File: src/rtl/ef_pkg.sv
// Shared definitions for the multi-channel extremum finder.
// Sentinels, mode constants and FSM encodings.
package ef_pkg;

    localparam logic EF_MODE_WINDOW = 1'b0;
    localparam logic EF_MODE_HOLD   = 1'b1;

    typedef enum logic {
        ST_IDLE    = 1'b0,
        ST_MEASURE = 1'b1
    } ef_state_t;

    // Returned 64 bits wide; callers keep the low w bits.
    function automatic logic [63:0] ef_pos_max(input int w);
        return (64'd1 << (w - 1)) - 64'd1;
    endfunction

    function automatic logic [63:0] ef_neg_max(input int w);
        return 64'd1 << (w - 1);
    endfunction

endpackage

File: src/rtl/extremum_finder_mc_channel.sv
// Per-channel min/max accumulator with shifted threshold publish.
// Publish sees the accumulators including the beat of the same cycle.
module ef_channel
    import ef_pkg::*;
#(
    parameter int DATA_WIDTH = 16
) (
    input  logic                         i_clk,
    input  logic                         i_reset,
    input  logic                         i_beat,
    input  logic signed [DATA_WIDTH-1:0] i_sample,
    input  logic                         i_clear_acc,
    input  logic                         i_publish,
    input  logic                         i_reload,
    input  logic [2:0]                   i_shift,
    output logic signed [DATA_WIDTH-1:0] o_lower,
    output logic signed [DATA_WIDTH-1:0] o_upper,
    output logic signed [DATA_WIDTH-1:0] o_offset
);

    localparam int W = DATA_WIDTH;
    localparam logic [63:0] POS64 = ef_pos_max(W);
    localparam logic [63:0] NEG64 = ef_neg_max(W);
    localparam logic signed [W-1:0] POS = POS64[W-1:0];
    localparam logic signed [W-1:0] NEG = NEG64[W-1:0];

    logic signed [W-1:0] r_min;
    logic signed [W-1:0] r_max;
    logic signed [W-1:0] r_lower;
    logic signed [W-1:0] r_upper;
    logic signed [W-1:0] r_offset;

    logic signed [W-1:0] w_base_min;
    logic signed [W-1:0] w_base_max;
    logic signed [W-1:0] w_min;
    logic signed [W-1:0] w_max;
    logic signed [W-1:0] w_lower;
    logic signed [W-1:0] w_upper;
    logic signed [W:0]   w_sum;
    logic signed [W:0]   w_half;

    assign w_base_min = i_clear_acc ? POS : r_min;
    assign w_base_max = i_clear_acc ? NEG : r_max;

    assign w_min = (i_beat && (i_sample < w_base_min)) ? i_sample : w_base_min;
    assign w_max = (i_beat && (i_sample > w_base_max)) ? i_sample : w_base_max;

    assign w_lower = w_min >>> i_shift;
    assign w_upper = w_max >>> i_shift;

    // One extra bit keeps the midpoint sum from overflowing.
    assign w_sum  = {w_lower[W-1], w_lower} + {w_upper[W-1], w_upper};
    assign w_half = w_sum >>> 1;

    always_ff @(posedge i_clk) begin
        if (i_reset) begin
            r_min    <= POS;
            r_max    <= NEG;
            r_lower  <= POS;
            r_upper  <= NEG;
            r_offset <= '0;
        end else begin
            if (i_publish && i_reload) begin
                r_min <= POS;
                r_max <= NEG;
            end else begin
                r_min <= w_min;
                r_max <= w_max;
            end
            if (i_publish) begin
                r_lower  <= w_lower;
                r_upper  <= w_upper;
                r_offset <= w_half[W-1:0];
            end
        end
    end

    assign o_lower  = r_lower;
    assign o_upper  = r_upper;
    assign o_offset = r_offset;

endmodule

File: src/rtl/extremum_finder_mc.sv
// Multi-channel windowed / peak-hold extremum finder.
// Stream passes through untouched; thresholds publish once per window.
module extremum_finder_mc
    import ef_pkg::*;
#(
    parameter int DATA_WIDTH    = 16,
    parameter int CHANNEL_COUNT = 2,
    parameter int MAX_LOG_COUNT = 20
) (
    input  logic                                  SYS_aclk,
    input  logic                                  SYS_reset,
    input  logic                                  EF_enable,
    input  logic                                  EF_mode,
    input  logic                                  EF_clear,
    input  logic [4:0]                            EF_log_count,
    input  logic [2:0]                            EF_log_shift,
    output logic [CHANNEL_COUNT*DATA_WIDTH-1:0]   EF_lower_threshold,
    output logic [CHANNEL_COUNT*DATA_WIDTH-1:0]   EF_upper_threshold,
    output logic [CHANNEL_COUNT*DATA_WIDTH-1:0]   EF_offset,
    output logic                                  EF_update,
    input  logic                                  S_AXIS_tvalid,
    input  logic [CHANNEL_COUNT*DATA_WIDTH-1:0]   S_AXIS_tdata,
    output logic                                  S_AXIS_tready,
    output logic                                  M_AXIS_tvalid,
    output logic [CHANNEL_COUNT*DATA_WIDTH-1:0]   M_AXIS_tdata,
    input  logic                                  M_AXIS_tready
);

    localparam int W  = DATA_WIDTH;
    localparam int CW = MAX_LOG_COUNT;
    localparam logic [CW:0]   ONE_SPAN  = {{CW{1'b0}}, 1'b1};
    localparam logic [CW-1:0] ONE_COUNT = {{(CW-1){1'b0}}, 1'b1};
    localparam logic [4:0]    LOG_MAX   = 5'(MAX_LOG_COUNT);

    ef_state_t     r_state;
    ef_state_t     w_next;
    logic [CW-1:0] r_count;
    logic [4:0]    r_log;
    logic [2:0]    r_shift;
    logic          r_update;

    logic          w_accept;
    logic          w_beat;
    logic          w_clear;
    logic          w_publish;
    logic          w_latch;
    logic          w_last;
    logic          w_reload;
    logic [4:0]    w_log_clamped;
    logic [CW:0]   w_span;

    assign S_AXIS_tready = M_AXIS_tready;
    assign M_AXIS_tvalid = S_AXIS_tvalid;
    assign M_AXIS_tdata  = S_AXIS_tdata;

    assign w_accept      = S_AXIS_tvalid & M_AXIS_tready;
    assign w_log_clamped = (EF_log_count > LOG_MAX) ? LOG_MAX : EF_log_count;
    assign w_span        = ONE_SPAN << r_log;
    assign w_last        = ({1'b0, r_count} == (w_span - ONE_SPAN));
    assign w_reload      = (EF_mode != EF_MODE_HOLD);

    always_ff @(posedge SYS_aclk) begin
        if (SYS_reset) begin
            r_state <= ST_IDLE;
        end else begin
            r_state <= w_next;
        end
    end

    always_comb begin
        w_next    = r_state;
        w_beat    = 1'b0;
        w_clear   = 1'b1;
        w_publish = 1'b0;
        w_latch   = 1'b0;
        unique case (r_state)
            ST_IDLE: begin
                if (EF_enable) begin
                    w_next  = ST_MEASURE;
                    w_latch = 1'b1;
                end
            end
            ST_MEASURE: begin
                if (!EF_enable) begin
                    w_next = ST_IDLE;
                end else begin
                    w_clear   = EF_clear;
                    w_beat    = w_accept;
                    w_publish = w_accept && !EF_clear && w_last;
                    w_latch   = w_publish;
                end
            end
            default: w_next = ST_IDLE;
        endcase
    end

    // A beat coinciding with a clear seeds the fresh window.
    always_ff @(posedge SYS_aclk) begin
        if (SYS_reset) begin
            r_count  <= '0;
            r_log    <= '0;
            r_shift  <= '0;
            r_update <= 1'b0;
        end else begin
            r_update <= w_publish;
            if (w_clear) begin
                r_count <= w_beat ? ONE_COUNT : '0;
            end else if (w_publish) begin
                r_count <= '0;
            end else if (w_beat) begin
                r_count <= r_count + ONE_COUNT;
            end
            if (w_latch) begin
                r_log   <= w_log_clamped;
                r_shift <= EF_log_shift;
            end
        end
    end

    assign EF_update = r_update;

    for (genvar c = 0; c < CHANNEL_COUNT; c++) begin : g_ch
        ef_channel #(
            .DATA_WIDTH(W)
        ) u_ch (
            .i_clk      (SYS_aclk),
            .i_reset    (SYS_reset),
            .i_beat     (w_beat),
            .i_sample   (S_AXIS_tdata[c*W +: W]),
            .i_clear_acc(w_clear),
            .i_publish  (w_publish),
            .i_reload   (w_reload),
            .i_shift    (r_shift),
            .o_lower    (EF_lower_threshold[c*W +: W]),
            .o_upper    (EF_upper_threshold[c*W +: W]),
            .o_offset   (EF_offset[c*W +: W])
        );
    end

endmodule

File: config.mk
export PLATFORM = sky130hd
export DESIGN_NAME = extremum_finder_mc
export DESIGN_NICKNAME = d
export VERILOG_FILES = /design/src/rtl/ef_pkg.sv /design/src/rtl/extremum_finder_mc_channel.sv /design/src/rtl/extremum_finder_mc.sv
export SDC_FILE = /design/constraint.sdc
export NUM_CORES = 1
export LEC_CHECK = 0
export ABC_AREA = 1
export CORE_MARGIN = 2
export CORE_UTILIZATION = 50
export DETAILED_ROUTE_END_ITERATION = 10
export PLACE_DENSITY = 0.79
export SLEW_MARGIN = 20
export SYNTH_ARGS = -nofsm -noshare
export SYNTH_HDL_FRONTEND = slang
export SYNTH_SLANG_ARGS = --single-unit
File: constraint.sdc
create_clock -name SYS_aclk -period 6.6 [get_ports SYS_aclk]
set_input_delay 0.66 -clock SYS_aclk [delete_from_list [all_inputs] [get_ports SYS_aclk]]
set_output_delay 0.66 -clock SYS_aclk [all_outputs]
set_load 0.02 [all_outputs]
==> flow_summary.json <==
{
  "fin_util_pct": 59.98,
  "status": "finished, final reports clean",
  "die_h_microns": 169.1,
  "placed_area_sq_um": 15500,
  "area_growth_pct": 18.32,
  "crit_path_max_incr_delay_ns": 0.57,
  "slew_violations": 0,
  "period_share_pct": 93.71,
  "fin_skew_ns": 0.01585,
  "crit_fanout": 15,
  "required_ns": 6.97,
  "post_drt_wl_per_cell_microns": 18.29,
  "final-setup-viol-count": 0,
  "p_per_area_nw_per_um2": 193.9,
  "cts_root_buf": "clkbuf_16",
  "syn_nets": 2213,
  "crit_path_top_delay_cell": "o21ai_1",
  "rsz0062_at_grt": "true",
  "hp-class": "reg2reg",
  "routed_via_density": 5.699,
  "irDropWorstVdd_mv": 0.1685,
  "nNetsFinal": 2332,
  "cts_setup_buffers": 0,
  "htree_num_levels": 4,
  "cp.arrival_ns": 6.56,
  "hold_path_depth": 2,
  "drcViolationCount": 0,
  "start_util_pct": 50.69,
  "die_w_microns": 169.1,
  "finalInstanceArea_sq_um": 16120,
  "cts_buffer_depth": 2,
  "drive_above_1_share_pct": 6.900,
  "num_vias": 14500,
  "drt-total-wl_microns": 46530,
  "ant_nets": 0,
  "worstMarginPinSlew_ns": 1.014,
  "hold_path.startpoint": "g_ch[1].u_ch.o_lower[10]$_SDFFE_PP1P_",
  "finalHoldViolCount": 0,
  "hold_end": "g_ch[1].u_ch.o_lower[10]$_SDFFE_PP1P_",
  "synth_cell_types": 60,
  "grt_busiest_layer": "met2",
  "drtIter0Drc": 1565,
  "track_usage_pct": 32.44,
  "grt.met3_usage_pct": 5.565,
  "total_leakage_power_uw": 0.007291,
  "reg2regPathDepth": 31,
  "portBuffers": 177,
  "drv_cap": 0,
  "path_class": "in2reg",
  "yosys-top-cells-area": "dfxtp_1, nand2_1, ha_1",
  "finalSetupTns_ns": 0,
  "tritoncts": "yes",
  "n_antenna_cell": 0,
  "synth_top_area_cell": "dfxtp_1",
  "synth_top_area_share_pct": 27.92,
  "finalCriticalPeriod_ns": 6.185,
  "hold_slack_ns": 0.4722,
  "reg2reg_from": "r_state$_SDFF_PP0_",
  "synth_seq_cells": 190,
  "final_common_cell": "nand2_1",
  "rows": 60,
  "ys_seq_area_share_pct": 27.92,
  "final_cell_mix": "nand2_1, nor2_1, dfxtp_1",
  "dieArea_sq_um": 28580,
  "synthCells": 2071,
  "design.core.area_sq_um": 26880,
  "synth-async-reset-ratio_pct": 0,
  "ioPinCount": 178,
  "grtUsageMet1_pct": 45.60,
  "netlist_area_sq_um": 13620,
  "fmax_ghz": 0.1617,
  "grt_pass1_vias": 13600,
  "endpoint_kind": "register",
  "firstDrtPassIters": 6,
  "synth_ff_type": "dfxtp_1",
  "cts-buffers-inserted": 17,
  "gp_congestion": 1.105,
  "synth_area_per_cell_sq_um": 6.579,
  "grt_max_degree": 92,
  "grt_pass1_wl_microns": 73310,
  "antenna_found_initial": 1,
  "use_met2_pct": 50.02,
  "hpwl_microns": 35450,
  "cp-start-kind": "primary input",
  "relSlewSlack_pct": 32.17,
  "yosysWarnings": 0,
  "cts.clk_slew.worst_paths_ns": 0.08,
  "rrSetupSlack_ns": 0.76,
  "cts_num_sinks": 190,
  "r2r-end": "g_ch[0].u_ch.o_offset[15]$_SDFFE_PP0P_",
  "grt.overflow.total": 0,
  "synth-edff-count": 0,
  "clock_latency_ns": 0.45
}
-- flip-flops by register name, summed over array words and instances, names as in the netlist --
signal,count
g_ch.u_ch.o_lower,32
g_ch.u_ch.o_offset,32
g_ch.u_ch.o_upper,32
g_ch.u_ch.r_max,32
g_ch.u_ch.r_min,32
r_count,20
r_log,5
r_shift,3
EF_update,1
r_state,1
-- per-layer routing --
| layer | routed length, microns | up-vias | part of all wire, % |
|---|---|---|---|
| li1 | - | 7090 | - |
| met1 | 20940 | 6670 | 45 |
| met2 | 19840 | 656 | 43 |
| met3 | 4189 | 81 | 9.0 |
| met4 | 1555 | 0 | 3.3 |
| met5 | 0 | - | 0 |
-- synth_stat cells (3+ instances only) --
library cell and instances:
nand2_1 492, nor2_1 222, dfxtp_1 190, inv_1 188, o21ai_0 183, nand3_1 165, a21oi_1 104, ha_1 93
nand4_1 52, nor3_1 40, buf_4 38, clkbuf_1 36, buf_2 28, xor2_1 24, a31oi_1 20, buf_1 19
xnor2_1 18, o21ai_1 15, o211ai_1 14, a211oi_1 12, nand2_2 12, mux2i_1 10, nand3_2 10, buf_6 8
or2_2 7, nor2_4 6, inv_2 5, a21o_1 4, and3_1 4, nand3b_1 4, or2_1 4, clkinv_1 3
nand3_4 3
-- timing repair --
action                                  CTS  global route
endpoints found under the setup margin    0             8
gates resized for setup                   0            15
hold buffers                              0             0
-- cell type report --
cell class	count	area [sq um]
clock buffer	17	425.4
clock inverter	15	153.9
fill	2587	10760
inverter	198	755.7
multi-input combinational	1552	8363
sequential	190	3804
tap	341	426.7
timing repair buffer	231	2192
-- where the power goes --
part	leakage (uW)	switching, uW	internal [uW]
clock	0.000280	527	504
combinational	0.00548	620	315
sequential	0.00154	7.28	1150
total	0.00729	1150	1970
-- critical path: cells and delay by family --
| kind | cells | cell delay, ns |
|---|---|---|
| AND/OR/NAND/NOR | 12 | 1.22 |
| adder cells (fa/ha/maj) | 2 | 0.62 |
| buffers and inverters | 6 | 1.41 |
| AO/OA/AOI/OAI | 12 | 2.61 |
-- cells by family after synthesis --
kind of cell             share of synthesized area [%]
AND/OR/NAND/NOR                                  33.62
AO/OA/AOI/OAI                                    15.33
buffers and inverters                            10.86
flip-flops                                       27.92
adder cells (fa/ha/maj)                          8.835
XOR/XNOR                                         2.700
multiplexers                                    0.7347
-- metrics by stage --
step                cells  setup WS (ns)  power [uW]
global placement     2512        -0.1212        2082
CTS                  2544         0.1415        3106
finish               2544         0.4149        3126
detailed placement   2512        -0.2902        2082
global route         2544       -0.05269        3268
floorplan            2071         0.1760        1794
-- worst max path at each step --
stage          slack (ns)                                     end       from
6_report             0.41  g_ch[0].u_ch.o_offset[15]$_SDFFE_PP0P_  EF_enable
5_1_grt             -0.05  g_ch[0].u_ch.o_offset[13]$_SDFFE_PP0P_  EF_enable
4_1_cts              0.14  g_ch[0].u_ch.o_offset[13]$_SDFFE_PP0P_  EF_enable
3_5_place_dp        -0.29  g_ch[0].u_ch.o_offset[13]$_SDFFE_PP0P_  EF_enable
3_3_place_gp        -0.12  g_ch[0].u_ch.o_offset[15]$_SDFFE_PP0P_  EF_enable
2_1_floorplan        0.18  g_ch[0].u_ch.o_offset[13]$_SDFFE_PP0P_  EF_enable
No activity file was read; power rests on OpenSTA's default activity.
